File: src/rtl/bpf_bank_sequencer.sv
// Time-shares one band-pass IIR core across NUM_BANDS bands per audio sample and
// keeps a decaying peak-hold power level per band for the spectrum visualizer.
module bpf_bank_sequencer #(
    parameter int unsigned NUM_BANDS    = 6,
    parameter int unsigned POWER_W      = 11,
    parameter int unsigned DECAY_PERIOD = 256,
    parameter int unsigned DECAY_SHIFT  = 4,
    parameter int unsigned TIMEOUT      = 255
) (
    input  logic                          clk,
    input  logic                          reset,
    input  logic                          sample_valid,
    input  logic [15:0]                   iAud_L,
    output logic                          sample_ready,
    output logic [2:0]                    band_sel,
    output logic                          bpf_start,
    output logic [15:0]                   bpf_x,
    input  logic                          bpf_done,
    input  logic [POWER_W-1:0]            bpf_power,
    output logic [NUM_BANDS*POWER_W-1:0]  oLevel,
    output logic                          frame_done,
    output logic                          overrun,
    output logic                          timeout_err,
    input  logic                          clear_err
);

    localparam int unsigned BAND_W = 3;
    localparam int unsigned SCNT_W = (DECAY_PERIOD > 1) ? $clog2(DECAY_PERIOD) : 1;
    localparam int unsigned WCNT_W = (TIMEOUT > 0) ? $clog2(TIMEOUT + 1) : 1;

    typedef enum logic [2:0] {
        S_IDLE,
        S_LAUNCH,
        S_WAIT,
        S_CAPTURE,
        S_FINISH
    } state_t;

    state_t              state_q;
    state_t              state_d;
    logic [WCNT_W-1:0]   wait_q;
    logic [SCNT_W-1:0]   scnt_q;
    logic [POWER_W-1:0]  cap_q;
    logic                accept;
    logic                busy_strobe;
    logic                timeout_hit;
    logic                last_band;
    logic                decay_now;

    // Decay step always removes at least 1 so small levels still reach zero.
    function automatic logic [POWER_W-1:0] decay_level(input logic [POWER_W-1:0] lv);
        logic [POWER_W-1:0] step;
        step = lv >> DECAY_SHIFT;
        if (step == '0 && lv != '0) begin
            step = POWER_W'(1);
        end
        return lv - step;
    endfunction

    // Next-state and per-cycle decode.
    always_comb begin
        state_d     = state_q;
        accept      = 1'b0;
        timeout_hit = 1'b0;
        decay_now   = 1'b0;
        last_band   = (band_sel == BAND_W'(NUM_BANDS - 1));
        busy_strobe = sample_valid && (state_q != S_IDLE);
        unique case (state_q)
            S_IDLE: begin
                if (sample_valid) begin
                    accept  = 1'b1;
                    state_d = S_LAUNCH;
                end
            end
            S_LAUNCH: state_d = S_WAIT;
            S_WAIT: begin
                if (bpf_done) begin
                    state_d = S_CAPTURE;
                end else if (wait_q == WCNT_W'(TIMEOUT)) begin
                    timeout_hit = 1'b1;
                    state_d     = S_CAPTURE;
                end
            end
            S_CAPTURE: state_d = last_band ? S_FINISH : S_LAUNCH;
            S_FINISH: begin
                decay_now = (scnt_q == SCNT_W'(DECAY_PERIOD - 1));
                state_d   = S_IDLE;
            end
            default: state_d = S_IDLE;
        endcase
    end

    // Sequencer registers; strobes are registered from the next state.
    always_ff @(posedge clk or negedge reset) begin
        if (!reset) begin
            state_q      <= S_IDLE;
            sample_ready <= 1'b1;
            bpf_start    <= 1'b0;
            frame_done   <= 1'b0;
            band_sel     <= '0;
            bpf_x        <= '0;
            wait_q       <= '0;
            scnt_q       <= '0;
            cap_q        <= '0;
        end else begin
            state_q      <= state_d;
            sample_ready <= (state_d == S_IDLE);
            bpf_start    <= (state_d == S_LAUNCH);
            frame_done   <= (state_d == S_FINISH);
            if (accept) begin
                bpf_x <= iAud_L;
            end
            case (state_q)
                S_IDLE: begin
                    if (accept) begin
                        band_sel <= '0;
                    end
                end
                S_LAUNCH: wait_q <= '0;
                S_WAIT: begin
                    if (bpf_done) begin
                        cap_q <= bpf_power;
                    end else if (timeout_hit) begin
                        cap_q <= '0;
                    end else begin
                        wait_q <= wait_q + WCNT_W'(1);
                    end
                end
                S_CAPTURE: begin
                    if (!last_band) begin
                        band_sel <= band_sel + BAND_W'(1);
                    end
                end
                S_FINISH: begin
                    band_sel <= '0;
                    scnt_q   <= decay_now ? '0 : scnt_q + SCNT_W'(1);
                end
                default: ;
            endcase
        end
    end

    // Sticky error flags; a new set condition beats a simultaneous clear.
    always_ff @(posedge clk or negedge reset) begin
        if (!reset) begin
            overrun     <= 1'b0;
            timeout_err <= 1'b0;
        end else begin
            if (busy_strobe) begin
                overrun <= 1'b1;
            end else if (clear_err) begin
                overrun <= 1'b0;
            end
            if (timeout_hit) begin
                timeout_err <= 1'b1;
            end else if (clear_err) begin
                timeout_err <= 1'b0;
            end
        end
    end

    // Peak-hold levels: capture in CAPTURE, decay in FINISH.
    always_ff @(posedge clk or negedge reset) begin
        if (!reset) begin
            oLevel <= '0;
        end else begin
            for (int unsigned b = 0; b < NUM_BANDS; b++) begin
                if (state_q == S_CAPTURE && band_sel == BAND_W'(b) &&
                    cap_q > oLevel[b*POWER_W +: POWER_W]) begin
                    oLevel[b*POWER_W +: POWER_W] <= cap_q;
                end else if (decay_now) begin
                    oLevel[b*POWER_W +: POWER_W] <= decay_level(oLevel[b*POWER_W +: POWER_W]);
                end
            end
        end
    end

endmodule

File: config.mk
export PLATFORM = sky130hd
export DESIGN_NAME = bpf_bank_sequencer
export DESIGN_NICKNAME = d
export VERILOG_FILES = /design/src/rtl/bpf_bank_sequencer.sv
export SDC_FILE = /design/constraint.sdc
export NUM_CORES = 1
export LEC_CHECK = 0
export CELL_PAD_IN_SITES_DETAIL_PLACEMENT = 1
export CELL_PAD_IN_SITES_GLOBAL_PLACEMENT = 1
export CORE_ASPECT_RATIO = 0.9
export CORE_MARGIN = 2
export CORE_UTILIZATION = 54
export CTS_CLUSTER_DIAMETER = 80
export DETAILED_ROUTE_END_ITERATION = 6
export DONT_BUFFER_PORTS = 1
export PLACE_DENSITY = 0.89
export SLEW_MARGIN = 15
export SYNTH_ARGS = -nofsm -noshare
export SYNTH_HDL_FRONTEND = slang
export SYNTH_SLANG_ARGS = --single-unit
export TNS_END_PERCENT = 100
File: constraint.sdc
create_clock -name clk -period 6.4 [get_ports clk]
set_clock_uncertainty 0.2 [all_clocks]
set_input_delay 1.92 -clock clk [delete_from_list [all_inputs] [get_ports clk]]
set_output_delay 1.92 -clock clk [all_outputs]
set_load 0.005 [all_outputs]
==> impl_metrics.yaml <==
synth:
  synth_top_family_by_area: "compound AO/OA/AOI/OAI gates"
  synth_ff_type: "dfrtp_1"
  synth_top_cell_area_share_pct: 33.1
  syn_nets: 1148
  yosysTopAreaCell: "dfrtp_1"
  synth_fa_ha_area_share_pct: 17.3
  synthDistinctLibCells: 66
  synth_common_cells: "dfrtp_1 (119), ha_1 (115), inv_1 (115), nand2_1 (75), nor2_1 (65)"
  synth_compound_area_share_pct: 22.3
  yosys_warnings: 0
  synth_simple_gate_area_share_pct: 15.3
  avgSynthCellArea_um2: 9.05
  ys_seq_area_share_pct: 33.4
  synth_edf_count: 0
  ys_ff_latch: 120
  muxShareOfSynthArea_pct: 2.24
  synth_xor_area_share_pct: 2.72
  synth.area.top_cells: "dfrtp_1 (33%), ha_1 (16%), inv_1 (4.8%)"
  yosysMostFrequentCell: "dfrtp_1"
  ys_async_sr_fraction_pct: 100
  netlist_area_um2: 9000
  synthCells: 995
final_layout:
  drive_gt1_share_pct: 6.68
  area_delta_synth_final_pct: 8.06
  nets: 1143
  fin_cells: 1214
  post-route-util_pct: 59.9
setup_path:
  worstSetupEndpointType: "flip-flop"
  reg2reg_to: "oLevel[65]"
  r2r_slack_ns: 2.54
  crit_fanout: 9
  crit_chain: "inv_1 > nand4_1 > o41ai_1 > ha_1 > inv_1 > fa_1 > a211oi_1 > nor2_1 > o311ai_0 > o21ai_0 > or3_1 > o211ai_1"
  start_kind: "flip-flop"
  path_class: "reg2reg"
  crit_path_frequent_cell: "inv_1"
  critPathSlowestCell: "o311ai_0"
  critPathArrivalTime_ns: 4.02
  reg2reg_depth: 12
  critPathMaxStageDelay_ns: 0.78
  r2r_start: "oLevel[62]"
  required_ns: 6.55
timing:
  min_period_ns: 3.86
  fmax_mhz: 259
  setup_viol: 0
  worst_slack_ns: 2.54
  worst_pin_slew_ns: 1.00
  maxSlewViolCount: 0
  rsz0062_at_grt: "false"
  slew_headroom_pct: 33.1
  timing.final.crit_share_pct: 60.3
  setup_tns_ns: 0
  hold_viol_final: 0
routing:
  firstDrtPassIters: 7
  ant_nets: 0
  drt-total-wl_um: 27900
  drt_iter0_markers: 496
  num_vias: 8006
  drc: 14
  wl_per_cell_um: 23.0
  viasPerCell: 6.59
clock_network:
  tritoncts_num_sinks: 120
  holdBufCountCts: 0
  cts_resized: 0
  clockBufferDepth: 2
  insertion_delay_ns: 0.43
  cts_buffers: 17
  htreeDepth: 4
  cts-root-buf: "clkbuf_16"
  clk_pin_slew_ns: 0.06
  postCtsSetupBuffers: 0
  tritoncts: "yes"
die:
  ioPinCount: 122
  core-area_um2: 16200
  die-area_um2: 17700
  rows: 44
  start_util_pct: 55.4
  die_w_um: 140
  die_h_um: 126
grt:
  use_met3_pct: 8.46
  top_usage_layer: "met2"
  grt_pass1_vias: 8598
  grt_max_degree: 121
  grt_overflow_total: 0
  use_met1_pct: 39.7
  grt_pass1_wl_um: 45300
  gr-usage-all-layers_pct: 32.2
  use_met2_pct: 53.9
  antenna_found_initial: 4
power_and_ir_drop:
  power_frac_clock_pct: 16.9
  p_int_mw: 2.85
  vdd_drop_max_mv: 0.244
  leakage_nw: 4.33
  switching_share_pct: 49.0
  seqPwrFrac_pct: 27.9
  power_mw: 5.58
  cellPowerDensity_nw_per_um2: 573
  power_switching_mw: 2.73
  combPwrFrac_pct: 55.2
run:
  cap_viol_max_count: 0
worst_hold_path:
  min_from: "scnt_q[7]"
  hold_end: "scnt_q[7]"
  hold_depth: 1
  min_path_type: "reg2reg"
place:
  place_inst: 1178
  place.gp.congestion: 0.884
  dp_hpwl_um: 19500
  post-place-ws_ns: 2.57
  port_buffers: 0
status:
  failed_checks: "DRC"
  status: "finished, violations left"
[stage by stage]
stage / cell area [um2] / hold WS, ns
finish: 9730 / 0.296
global route: 9730 / 0.316
CTS: 9720 / 0.287
detailed placement: 9150 / 0.287
global placement: 9150 / 0.271
floorplan: 9000 / 0.249
[per-layer routing]
layer | part of all wire, % | wire length [um]
met5 | 0 | 0
met4 | 3.4 | 950
met3 | 6.5 | 1820
met2 | 48 | 13300
met1 | 43 | 11900
[flip-flops by register name, summed over array words and instances, names as in the netlist]
register	cells
oLevel	66
bpf_x	16
cap_q	11
scnt_q	8
wait_q	8
band_sel	3
state_q	3
bpf_start	1
frame_done	1
overrun	1
sample_ready	1
timeout_err	1
[cell type report]
| cell class | instances | area [um2] |
|---|---|---|
| inverter | 115 | 432 |
| sequential | 120 | 3000 |
| antenna | 4 | 10.0 |
| clock buffer | 17 | 425 |
| tap | 207 | 259 |
| fill | 1855 | 6510 |
| multi-input combinational | 728 | 5390 |
| timing repair buffer | 8 | 60.1 |
| clock inverter | 15 | 145 |
[power by group through the flow]
stage / Combinational [mW] / Clock [mW] / Sequential [mW]
final: 3.08 / 0.943 / 1.56
after CTS: 3.04 / 0.952 / 1.55
after detailed placement: 2.96 / 0 / 1.55
after floorplan: 2.31 / 0 / 1.32
after global routing: 3.47 / 0.990 / 1.59
after global placement: 2.78 / 0 / 1.54
[kinds of logic (layout without fill, tap and decap cells)]
| family | after synthesis | count (layout) |
|---|---|---|
| AOI/OAI and AO/OA | 285 | 285 |
| and+or+nand+nor | 276 | 276 |
| buffers and inverters | 147 | 155 |
| adders and majority gates | 121 | 121 |
| DFF | 120 | 120 |
| xor gates and xnor gates | 28 | 28 |
| muxes | 18 | 18 |
| other | 0 | 4 |
[critical path, delay by kind of cell (launching register included)]
family	cells	cell delay, ns
flops	1	0.49
buf+inv	2	0.18
fa+ha+maj	2	0.66
simple gates	3	0.56
compound gates	5	1.69
[cell usage in the layout, fill, tap and decap left out, drive strengths merged, types with 20 or more instances in the layout]
master,synthesis,final
a211oi,26,26
a21oi,42,42
a221o,24,24
dfrtp,119,119
ha,115,115
inv,115,127
nand2,76,76
nand3,20,20
nor2,65,65
nor3,28,28
o21ai,69,69
xnor2,20,20
[worst max-delay path by stage]
stage	from	endpoint	slack, ns
2_1_floorplan	sample_valid	bpf_x[10]	3.08
3_3_place_gp	oLevel[62]	oLevel[65]	2.74
3_5_place_dp	oLevel[62]	oLevel[65]	2.57
4_1_cts	oLevel[62]	oLevel[65]	2.59
5_1_grt	oLevel[62]	oLevel[65]	2.26
6_report	oLevel[62]	oLevel[65]	2.54
Power figures use the tool's default switching activity.
